**src/rtl/bin2bcd_seq.sv**
```systemverilog
// bin2bcd_seq: iterative double-dabble binary to packed BCD converter.
// One add-3/shift step per clock. The result is held on out_digits/out_ovf
// until the next result-load edge, so the display stays steady while the
// following conversion runs.
module bin2bcd_seq #(
  parameter int IN_W       = 32,
  parameter int OUT_DIGITS = 8,
  parameter int SATURATE   = 0
) (
  input  logic                    clk,
  input  logic                    rst_n,
  input  logic                    in_valid,
  output logic                    in_ready,
  input  logic [IN_W-1:0]         in_num,
  output logic                    out_valid,
  input  logic                    out_ready,
  output logic [4*OUT_DIGITS-1:0] out_digits,
  output logic                    out_ovf,
  output logic                    busy
);

  // Enough internal digits that no intermediate value is ever truncated
  localparam int NBCD = (IN_W * 77) / 256 + 1;
  localparam int BW   = 4 * NBCD;
  localparam int OW   = 4 * OUT_DIGITS;
  localparam int CW   = (IN_W > 1) ? $clog2(IN_W) : 1;

  typedef enum logic [1:0] {
    IDLE = 2'd0,
    CONV = 2'd1,
    OUT  = 2'd2
  } state_t;

  state_t          state_q;
  state_t          state_d;
  logic [IN_W-1:0] bin_q;
  logic [IN_W-1:0] bin_nxt;
  logic [BW-1:0]   bcd_q;
  logic [BW-1:0]   bcd_adj;
  logic [BW-1:0]   bcd_nxt;
  logic [CW-1:0]   cnt_q;
  logic            last_step;
  logic [OW-1:0]   res_lo;
  logic            res_ovf;
  logic [OW-1:0]   res_digits;
  logic [OW-1:0]   digits_q;
  logic            ovf_q;

  assign last_step = (cnt_q == CW'(IN_W - 1));

  // One double-dabble step: correct every nibble >= 5, then shift {bcd, bin} left
  always_comb begin
    bcd_adj = bcd_q;
    for (int i = 0; i < NBCD; i++) begin
      if (bcd_q[4*i +: 4] >= 4'd5) begin
        bcd_adj[4*i +: 4] = bcd_q[4*i +: 4] + 4'd3;
      end
    end
    bcd_nxt = {bcd_adj[BW-2:0], bin_q[IN_W-1]};
    bin_nxt = {bin_q[IN_W-2:0], 1'b0};
  end

  // Split the finished BCD value into displayed digits and overflow indication
  generate
    if (NBCD > OUT_DIGITS) begin : g_ovf
      assign res_lo  = bcd_nxt[OW-1:0];
      assign res_ovf = |bcd_nxt[BW-1:OW];
    end else begin : g_fit
      assign res_lo  = OW'(bcd_nxt);
      assign res_ovf = 1'b0;
    end
  endgenerate

  assign res_digits = ((SATURATE != 0) && res_ovf) ? {OUT_DIGITS{4'h9}} : res_lo;

  // State register
  always_ff @(posedge clk or negedge rst_n) begin
    if (!rst_n) begin
      state_q <= IDLE;
    end else begin
      state_q <= state_d;
    end
  end

  // Next-state logic: accept in IDLE, step through CONV, hold in OUT until consumed
  always_comb begin
    state_d = state_q;
    case (state_q)
      IDLE: if (in_valid) state_d = CONV;
      CONV: if (last_step) state_d = OUT;
      OUT:  if (out_ready) state_d = IDLE;
      default: state_d = IDLE;
    endcase
  end

  // Datapath: load operand, iterate, and capture the result on the final step
  always_ff @(posedge clk or negedge rst_n) begin
    if (!rst_n) begin
      bin_q    <= '0;
      bcd_q    <= '0;
      cnt_q    <= '0;
      digits_q <= '0;
      ovf_q    <= 1'b0;
    end else begin
      case (state_q)
        IDLE: begin
          if (in_valid) begin
            bin_q <= in_num;
            bcd_q <= '0;
            cnt_q <= '0;
          end
        end
        CONV: begin
          bin_q <= bin_nxt;
          bcd_q <= bcd_nxt;
          cnt_q <= cnt_q + CW'(1);
          if (last_step) begin
            digits_q <= res_digits;
            ovf_q    <= res_ovf;
          end
        end
        default: ;
      endcase
    end
  end

  assign in_ready   = (state_q == IDLE);
  assign busy       = (state_q == CONV);
  assign out_valid  = (state_q == OUT);
  assign out_digits = digits_q;
  assign out_ovf    = ovf_q;

endmodule
```
**config.mk**
```make
export PLATFORM = sky130hd
export DESIGN_NAME = bin2bcd_seq
export DESIGN_NICKNAME = d
export VERILOG_FILES = /design/src/rtl/bin2bcd_seq.sv
export SDC_FILE = /design/constraint.sdc
export NUM_CORES = 1
export LEC_CHECK = 0
export BUFFER_PORTS_ARGS = -buffer_cell sky130_fd_sc_hd__clkbuf_2
export CORE_MARGIN = 3
export CORE_UTILIZATION = 54
export CTS_BUF_LIST = sky130_fd_sc_hd__clkbuf_2
export DETAILED_ROUTE_END_ITERATION = 16
export PLACE_DENSITY = 0.8
export SYNTH_ARGS = -nofsm -noshare
export SYNTH_HDL_FRONTEND = slang
export SYNTH_SLANG_ARGS = --single-unit
```
**constraint.sdc**
```tcl
create_clock -name clk -period 1.87 [get_ports clk]
set_input_delay 0.374 -clock clk [delete_from_list [all_inputs] [get_ports clk]]
set_output_delay 0.374 -clock clk [all_outputs]
set_load 0.03 [all_outputs]
```
-- Word level (Yosys, flattened, before mapping)
Cells that the tools add are included.
- register bits: 112
- output and inout bits: 36
- memories kept: 0
- latch bits: 0
- bits of input ports: 36
- word-level logic and storage cells: 59
- RAM bits: 0
- ROM bits: 0
- reduce and logical (&&, ||, !) cells: 6
- bitwise gates (word level): 0
- divide/modulo/power cells: 0
- $lt $le $gt $ge: 10
- add/sub/neg operators: 11
- shift operators: 0
- multipliers: 0
- eq/ne operators: 6
- multiplexer cells: 20
- operators with widths (operator ; count):
    40-bit case mux with 2 select lines ; 1
    32-bit case mux with 2 select lines ; 1
    4-bit by 3-bit >= comparator with 1-bit output, second input constant ; 10
    40-bit two-way mux ; 1
    4-bit by 2-bit adder with 4-bit output, second input constant ; 9
    4-bit two-way mux ; 9
    32-bit two-way mux ; 1
    5-bit case mux with 2 select lines ; 1
    8-bit OR reduction ; 1
    2-bit two-way mux ; 3
    2-bit case mux with 3 select lines ; 1
    5-bit by 1-bit adder with 5-bit output, second input constant ; 1
    5-bit == test, second input constant ; 1
    5-bit two-way mux ; 1
    2-bit by 1-bit != test with 1-bit output, second input constant ; 2
    2-bit AND reduction ; 2
    3-bit by 2-bit adder with 3-bit output, second input constant ; 1
    3-bit two-way mux ; 1
    3-bit AND reduction ; 1
    2-bit by 1-bit == test with 1-bit output, second input constant ; 1
    2-bit == test, second input constant ; 1
    2-bit logical NOT ; 1
    2-bit != test, second input constant ; 1
    2-bit nonzero test ; 1

-- Logic depth before layout (Yosys ltp)
Gate-level depths: netlist of run 1.
- word-level depth: 3
- gate-level depth with buffers: 8
- mapped depth without buffers: 7

-- Worst setup path before layout of run 1
Ideal clock, no wire load.
- kind: flip-flop to flip-flop
- start point: reg cnt_q[0]
- end point: reg ovf_q, in the netlist out_ovf
- clock period less this slack: 1.916 ns
- data required time: 1.734 ns
- arrival time: 1.780 ns
- setup time: 0.136 ns
- buffers on the path: 0
- stages on the path, launching flop included: 8
- setup slack: -0.046 ns
- path through: dfrtp_1 > ha_1 > and3_1 > ha_1 > nand3b_1 > or4_4 > a2111oi_2 > a31oi_1
- longest elaborated chain between the ends: 2
- ends and longest elaborated chain (element ; line ; source):
    start: declaration ; 41 ; logic [CW-1:0] cnt_q;
    start signal: assignment ; 116 ; cnt_q <= cnt_q + CW'(1);
    5-bit == test ; 49 ; assign last_step = (cnt_q == CW'(IN_W - 1));
    2-bit AND reduction (no line) ; - ;
    end signal: assignment ; 119 ; ovf_q <= res_ovf;
    end: declaration ; 47 ; logic ovf_q;
Every way passes these cells.
A chain may end at the register's enable or synchronous reset.

-- Worst setup path in the final report of run 1
- start point: reg cnt_q[1]
- end point: reg ovf_q, in the netlist out_ovf
Same word-level chain as after synthesis.

==> impl_metrics.csv, run 1 <==
group,metric,value,unit
worst_setup_path,setup.worst_path.start_class,"flop",
synth,ys_warn_count,0,
timing,finalCritPeriodShare,107,%
pwr,seq_power_share,40.9,%
worst_setup_path,setup.worst_path.class,"flop to flop",
finish,finalNonFillerCells,769,
grt,grt_first_pass_wirelength,21300,um
min_path,hp-class,"primary input to flop",
pwr,peak_supply_drop,0.662,mV
synth,number_of_flops_mapped_to_enable_cells_by_yosys,0,
run_status,run_status,"finished, violations left",
run,max-cap-violations,0,
route,antenna_left,0,
placed_design,placed_cell_area,6080,um2
synth,netlist-cell-type-count,40,
timing,finalSetupViolations,2,
pwr,net-switching-power,4230,uW
clock_tree,cts-htree-levels,3,
synth,post_syn_area,5400,um2
route,drt_pre_antenna_iters,4,
pwr,cell_internal_pwr,5870,uW
finish,antenna_cells_inserted,0,
clock_tree,max-clock-path-buffers,2,
timing,finalSetupTns,-177,ps
clock_tree,tritoncts,"done",
pwr,power_density,1560,nW/um2
pwr,fin_total_pwr,10100,uW
die,die_ht,106,um
clock_tree,cts_inserted_buffers,9,
synth,synthesis.area_per_instance,9.94,um2
worst_setup_path,worst-endpoint-required,2320,ps
clock_tree,clkSinkCount,112,
placed_design,place_inst,737,
worst_setup_path,worstPathArrival,2450,ps
pwr,power_frac_comb,48.7,%
finish,final_design_area_no_fill,6490,um2
grt,grt_start_max_net_pins,39,
run_status,violations,"negative setup slack",
placed_design,placement.setup.worst_slack,-61.5,ps
grt,number_of_global_route_vias_before_repair,4446,
die,die_w,106,um
worst_setup_path,end_kind,"flop",
synth,number_of_register_bits_inferred_by_synthesis,112,
synth,synthesis.nets,601,
finish,final_common_cell,"sky130_fd_sc_hd__dfrtp_1",
route,drt-wirelength-per-cell,16.3,um
synth,synth-main-ff-cell,"sky130_fd_sc_hd__dfrtp_1",
pwr,leakage_power_of_the_design,0.00297,uW
timing,grt_setup_unrepaired,"yes",
pwr,p_clk_share,10.4,%
timing,timing.final.max_slew_violations,0,
placed_design,port-buffer-count,71,
route,post_drt_via_cell_ratio,5.86,
grt,antenna_violations_before_repair,0,
clock_tree,root_buffer,"sky130_fd_sc_hd__clkbuf_2",
finish,final_nets,695,
route,drt_iter0_markers,160,
timing,fmax,500,MHz
route,detail_route.wirelength,12500,um
synth,yosysSeqAreaShare,51.9,%
die,die_area,11200,um2
finish,final_layout_size_suffix_gt1_share,24.7,%
clock_tree,worst_skew_pair.late_latency,560,ps
timing,finalHoldViolCount,0,
synth,synthesis.instances,543,
die,core_area,9460,um2
die,design.portCount,72,
timing,slew_at_the_pin_closest_to_its_max_slew_limit,567,ps
route,drc,0,
route,routed-via-count,4506,
finish,num-fill-cells,735,
pwr,switching_share_of_power,41.9,%
placed_design,detailedPlacementHpwl,8130,um
timing,slew_headroom,62.0,%
worst_setup_path,timing.critical_path.fanout_max,2,
timing,min_period,2000,ps
die,floorplan.rows,35,
placed_design,gp_routability_congestion,0.838,
die,initial_core_util,57.1,%
timing,fin_skew,29.2,ps
finish,area_growth,20.2,%
grt,global_route.usage.total,23.2,%
finish,layout_common_cells,"sky130_fd_sc_hd__dfrtp_1, sky130_fd_sc_hd__o21ai_0, sky130_fd_sc_hd__clkbuf_2",
synth,async_flop_share,100,%
clock_tree,cts.clk_slew.worst_paths,290,ps
timing,worst_setup_slack_after_layout,-129,ps
grt,grt.overflow.total,0,
power groups by stage:
| stage | combinational [uW] | sequential, uW | clock, uW |
|---|---|---|---|
| floorplan | 3070 | 4370 | 0 |
| global placement | 4410 | 4080 | 0 |
| detailed placement | 4660 | 4140 | 0 |
| CTS | 4810 | 4100 | 1080 |
| global route | 5480 | 4270 | 1170 |
| finish | 4920 | 4130 | 1050 |
cell families (layout without fill, tap and decap cells):
kind of cell	Yosys count	count (layout)	share of synthesized area, %
AO/OA/AOI/OAI	207	207	23.4
XOR/XNOR	9	9	1.46
adder cells (fa/ha/maj)	22	22	5.10
buffers and inverters	58	155	4.34
flip-flops	112	112	51.9
multiplexers	11	11	2.27
AND/OR/NAND/NOR	124	124	11.5
through the flow:
step / utilization, % / hold WS [ps]
floorplan: - / 78.4
global placement: 64.2 / 341
detailed placement: 64.2 / 346
CTS: 67.9 / 22.1
global route: 68.6 / 33.0
finish: 68.6 / 62.2
repair_timing:
action	in CTS	in global routing
pin swaps	0	3
hold buffers	3	0
resized for setup	13	16
setup buffers	10	2
endpoints found under the setup margin	4	35
cloned	3	0
hold endpoints to repair	30	0
sequential cells by signal, indices dropped and copies added (netlist names):
signal / cells
cnt_q: 5
bcd_q: 40
state_q: 2
bin_q: 32
out_digits: 32
out_ovf: 1
path summary, 6_finish.rpt:
check	startpoint	endpoint	slack [ps]	depth (start not counted)
min in group asynchronous	rst_n	bcd_q[13]$_DFFE_PN0P_	250	2
worst max-delay path	cnt_q[1]$_DFFE_PN0P_	out_ovf$_DFFE_PN0P_	-130	7
worst max register to register	cnt_q[1]$_DFFE_PN0P_	out_ovf$_DFFE_PN0P_	-130	7
max in group asynchronous	rst_n	bcd_q[10]$_DFFE_PN0P_	1040	3
worst min-delay path	in_num[24]	bin_q[24]$_DFFE_PN0P_	60	3
worst min register to register	out_digits[10]$_DFFE_PN0P_	out_digits[10]$_DFFE_PN0P_	520	2
per-layer routing:
layer,GRT usage (%),vias to the layer above,routed length (um)
li1,-,2138,-
met5,0,-,0
met4,5.74,0,178
met1,29.2,2207,5150
met2,41.0,143,6430
met3,4.68,18,743
Yosys cell counts, drive strengths merged (4+ instances only):
library cell | count | area, um2
nand2 | 68 | 255
mux2 | 10 | 113
o22ai | 17 | 106
inv | 24 | 90.1
a22oi | 31 | 233
buf | 10 | 53.8
nand2b | 11 | 68.8
ha | 22 | 275
nor2 | 5 | 18.8
dfrtp | 112 | 2800
clkbuf | 24 | 90.1
o21ai | 89 | 445
a21oi | 38 | 190
o31ai | 10 | 75.1
a32o | 11 | 110
nor2b | 12 | 75.1
a22o | 4 | 36.3
nor3b | 18 | 135
xnor2 | 9 | 78.8
layout make-up:
| type | instances | area (um2) | area share [%] |
|---|---|---|---|
| multi-input cells | 373 | 2430 | 37.4 |
| inverters | 24 | 105 | 1.62 |
| clock buffers | 9 | 45.0 | 0.694 |
| repair buffers | 117 | 887 | 13.7 |
| well taps | 129 | 161 | 2.49 |
| clock inverters | 5 | 58.8 | 0.906 |
| flip-flops and latches | 112 | 2800 | 43.2 |
critical path, stage by stage, from the launching register on:
cell	delay [ps]
sky130_fd_sc_hd__dfrtp_1	430
sky130_fd_sc_hd__ha_2	190
sky130_fd_sc_hd__and3_1	180
sky130_fd_sc_hd__ha_2	180
sky130_fd_sc_hd__nand3b_1	90
sky130_fd_sc_hd__or4_4	500
sky130_fd_sc_hd__a2111oi_4	200
sky130_fd_sc_hd__a31oi_1	120
(Power assumes the default switching activity.)
==> run 2: changes to the inputs <==
--- a/config.mk
+++ b/config.mk
@@ -5,12 +5,13 @@
 export SDC_FILE = /design/constraint.sdc
 export NUM_CORES = 1
 export LEC_CHECK = 0
+export ABC_AREA = 1
 export BUFFER_PORTS_ARGS = -buffer_cell sky130_fd_sc_hd__clkbuf_2
 export CORE_MARGIN = 3
 export CORE_UTILIZATION = 54
 export CTS_BUF_LIST = sky130_fd_sc_hd__clkbuf_2
 export DETAILED_ROUTE_END_ITERATION = 16
-export PLACE_DENSITY = 0.8
+export PLACE_DENSITY = 0.81
 export SYNTH_ARGS = -nofsm -noshare
 export SYNTH_HDL_FRONTEND = slang
 export SYNTH_SLANG_ARGS = --single-unit
==> impl_metrics.csv, run 2 <==
group,metric,value,unit
run_status,run_status,"completed",
route,drt_pre_antenna_iters,5,
synth,ys_warn_count,0,
finish,fin_util,67.8,%
worst_setup_path,end_kind,"output port",
timing,min_period,1840,ps
clock_tree,max-clock-path-buffers,2,
die,initial_core_util,56.5,%
grt,grt_start_max_net_pins,43,
timing,finalCritPeriodShare,98.5,%
pwr,peak_supply_drop,0.736,mV
synth,number_of_flops_mapped_to_enable_cells_by_yosys,0,
route,drt_iter0_markers,321,
worst_setup_path,timing.critical_path.fanout_max,3,
synth,synthesis.nets,646,
min_path,hold_path.startpoint,"in_valid",
timing,final.hold.worst_slack,55.8,ps
pwr,power_density,1720,nW/um2
synth,multiplexer_fraction_of_the_synthesized_cell_area,0,%
worst_setup_path,setup.worst_path.start_class,"flop",
timing,slew_headroom,66.7,%
clock_tree,clkSinkCount,112,
die,core_area,9420,um2
worst_setup_path,critical_path.slowest_cell,"sky130_fd_sc_hd__dfrtp_1",
finish,layout_common_cells,"sky130_fd_sc_hd__nand2_1, sky130_fd_sc_hd__dfrtp_1, sky130_fd_sc_hd__clkbuf_2",
route,drc,0,
timing,finalSetupViolations,0,
timing,finalHoldViolCount,0,
synth,synthesis.instances,588,
route,post_drt_via_cell_ratio,5.50,
timing,timing.final.max_slew_violations,0,
run,max-cap-violations,0,
placed_design,gp_routability_congestion,0.929,
timing,grt_setup_unrepaired,"yes",
clock_tree,cts.clk_slew.worst_paths,280,ps
finish,num-fill-cells,695,
pwr,leakage_power_of_the_design,0.00325,uW
synth,synthTopCellsByArea,"sky130_fd_sc_hd__dfrtp_1, sky130_fd_sc_hd__nand2_1, sky130_fd_sc_hd__ha_1",
clock_tree,tritoncts,"done",
worst_setup_path,ff2ff_path_depth,7,
timing,slew_at_the_pin_closest_to_its_max_slew_limit,499,ps
die,die_area,11100,um2
placed_design,place_inst,777,
placed_design,detailedPlacementHpwl,8380,um
worst_setup_path,worstPathBufferInverterCount,2,
finish,area_growth,20.1,%
min_path,hp-class,"primary input to flop",
worst_setup_path,worst-endpoint-required,1500,ps
worst_setup_path,worstPathArrival,1470,ps
min_path,min_to,"bin_q[0]$_DFFE_PN0P_",
finish,finalNonFillerCells,832,
synth,share_of_the_synthesized_area_in_compound_gates_ao_oa_aoi_oai,16.5,%
grt,grt_first_pass_wirelength,21800,um
synth,async_flop_share,100,%
synth,parity_gate_share_of_the_synthesized_area_counting_xor_and_xnor_cells,1.48,%
worst_setup_path,rr_endpoint,"bin_q[30]$_DFFE_PN0P_",
die,design.portCount,72,
worst_setup_path,reg2reg_slack,60,ps
grt,number_of_global_route_vias_before_repair,4582,
placed_design,port-buffer-count,71,
synth,synth_top_area_cell,"sky130_fd_sc_hd__dfrtp_1",
grt,grt.overflow.total,0,
finish,final_design_area_no_fill,6380,um2
placed_design,placed_cell_area,5850,um2
route,antenna_left,0,
grt,antenna_violations_before_repair,0,
worst_setup_path,critical_path.reg2reg.startpoint,"state_q[1]$_DFFE_PN0P_",
timing,fmax,543,MHz
finish,antenna_cells_inserted,0,
grt,global_route.usage.total,24.0,%
synth,synth_simple_gate_area_share,17.2,%
min_path,worst_hold_path_stage_count,2,
finish,final_nets,756,
synth,synth.top_cell.area_share,52.7,%
timing,fin_skew,26.3,ps
clock_tree,cts-htree-levels,3,
die,die_w,105,um
die,floorplan.rows,35,
synth,post_synth_most_frequent_cells,"sky130_fd_sc_hd__nand2_1, sky130_fd_sc_hd__dfrtp_1, sky130_fd_sc_hd__inv_1",
worst_setup_path,setup.worst_path.class,"flop to output port",
die,die_ht,105,um
finish,flip_flop_count_of_the_largest_register_after_layout,40,
worst_setup_path,kind_of_cell_adding_the_most_delay_to_the_critical_path,"flip-flops",
synth,synth-main-ff-cell,"sky130_fd_sc_hd__dfrtp_1",
route,routed-via-count,4578,
worst_setup_path,worstPathCellList,"buf_6, nor2_4, buf_8",
synth,synthMostInstantiatedCell,"sky130_fd_sc_hd__nand2_1",
clock_tree,cts_inserted_buffers,9,
synth,post_syn_area,5320,um2
synth,synth_top_family_by_area,"simple AND/OR/NAND/NOR gates",
synth,netlist-cell-type-count,31,
synth,number_of_register_bits_inferred_by_synthesis,112,
route,drt-wirelength-per-cell,15.5,um
worst_setup_path,timing.critical_path.from,"state_q[1]$_DFFE_PN0P_",
clock_tree,worst_skew_pair.late_latency,590,ps
clock_tree,root_buffer,"sky130_fd_sc_hd__clkbuf_2",
synth,synthesis.area_per_instance,9.04,um2
synth,synth_adder_area_share,5.18,%
finish,final_layout_size_suffix_gt1_share,19.3,%
worst_setup_path,critical_path_max_stage_delay,480,ps
finish,largest_register_by_flop_count,"bcd_q",
finish,final_common_cell,"sky130_fd_sc_hd__nand2_1",
synth,yosysSeqAreaShare,52.7,%
route,detail_route.wirelength,12900,um
[run 2: cell count changes after synthesis, moves of 13 or more]
cell                       delta
sky130_fd_sc_hd__o22ai_1     +14
sky130_fd_sc_hd__a21oi_1     -29
sky130_fd_sc_hd__or2_2       +14
sky130_fd_sc_hd__clkbuf_1    -23
sky130_fd_sc_hd__nor3b_1     -18
sky130_fd_sc_hd__a22oi_1     -13
sky130_fd_sc_hd__nand2_1    +106
sky130_fd_sc_hd__inv_1       +33
sky130_fd_sc_hd__o21ai_0     -33
[run 2: routing by layer]
layer,GRT usage [%],vias up,share of wire (%),routed length [um]
li1,-,2169,-,-
met1,30.7,2221,42,5350
met2,40.8,153,51,6560
met3,5.27,35,5.0,647
met4,7.50,0,2.6,336
met5,0,-,0,0
[run 2: through the flow]
step	TNS [ps]	total power, uW	setup slack [ps]
2_1_floorplan	0	8240	271
3_5_place_dp	0	9720	110
5_1_grt	-199	11900	-76.9
3_3_place_gp	0	9360	223
4_1_cts	-13.8	10900	-9.09
6_report	0	11000	28.1
[run 2: layout make-up]
type | count | area (um2) | area share (%)
Clock buffer | 10 | 50.0 | 0.784
Clock inverter | 6 | 52.6 | 0.823
Timing Repair Buffer | 123 | 930 | 14.6
Sequential cell | 112 | 2800 | 43.9
Tap cell | 129 | 161 | 2.53
Inverter | 58 | 220 | 3.45
Multi-Input combinational cell | 394 | 2160 | 33.9
[run 2: repair_timing]
| action | 4_1_cts | 5_1_grt |
|---|---|---|
| resized for setup | 13 | 8 |
| hold endpoints to repair | 63 | 0 |
| buffers inserted | 1 | 4 |
| pin swaps | 0 | 2 |
| hold buffers | 34 | 0 |
| endpoints found under the setup margin | 3 | 14 |
[run 2: how the worst max path moves through the flow]
stage / to / slack (ps) / depth (start not counted)
floorplan: out_digits[30]$_DFFE_PN0P_ / 270 / 11
global placement: out_digits[14]$_DFFE_PN0P_ / 220 / 9
detailed placement: out_digits[1]$_DFFE_PN0P_ / 110 / 10
CTS: busy / -9 / 4
global route: busy / -80 / 4
finish: in_ready / 30 / 3
[run 2: worst reg2reg max path: cells and delay by family, from the launching register on]
| kind | cells | cell delay (ps) |
|---|---|---|
| simple gates | 4 | 710 |
| flops | 1 | 480 |
| compound gates | 1 | 120 |
| buf+inv | 2 | 410 |
[run 2: cell families (layout without fill, tap and decap cells)]
| group | after synthesis | in the layout |
|---|---|---|
| and+or+nand+nor | 220 | 220 |
| AOI/OAI and AO/OA | 143 | 143 |
| DFF | 112 | 112 |
| buffers and inverters | 82 | 197 |
| adders and majority gates | 22 | 22 |
| xor gates and xnor gates | 9 | 9 |
[run 2: power by group]
part           switching (uW)  leakage [uW]  total (uW)  internal (uW)
Sequential                738       0.00141        4290           3550
Clock                     830     0.0000659        1040            205
Combinational            3620       0.00177        5680           2060
Total                    5190       0.00325       11000           5810
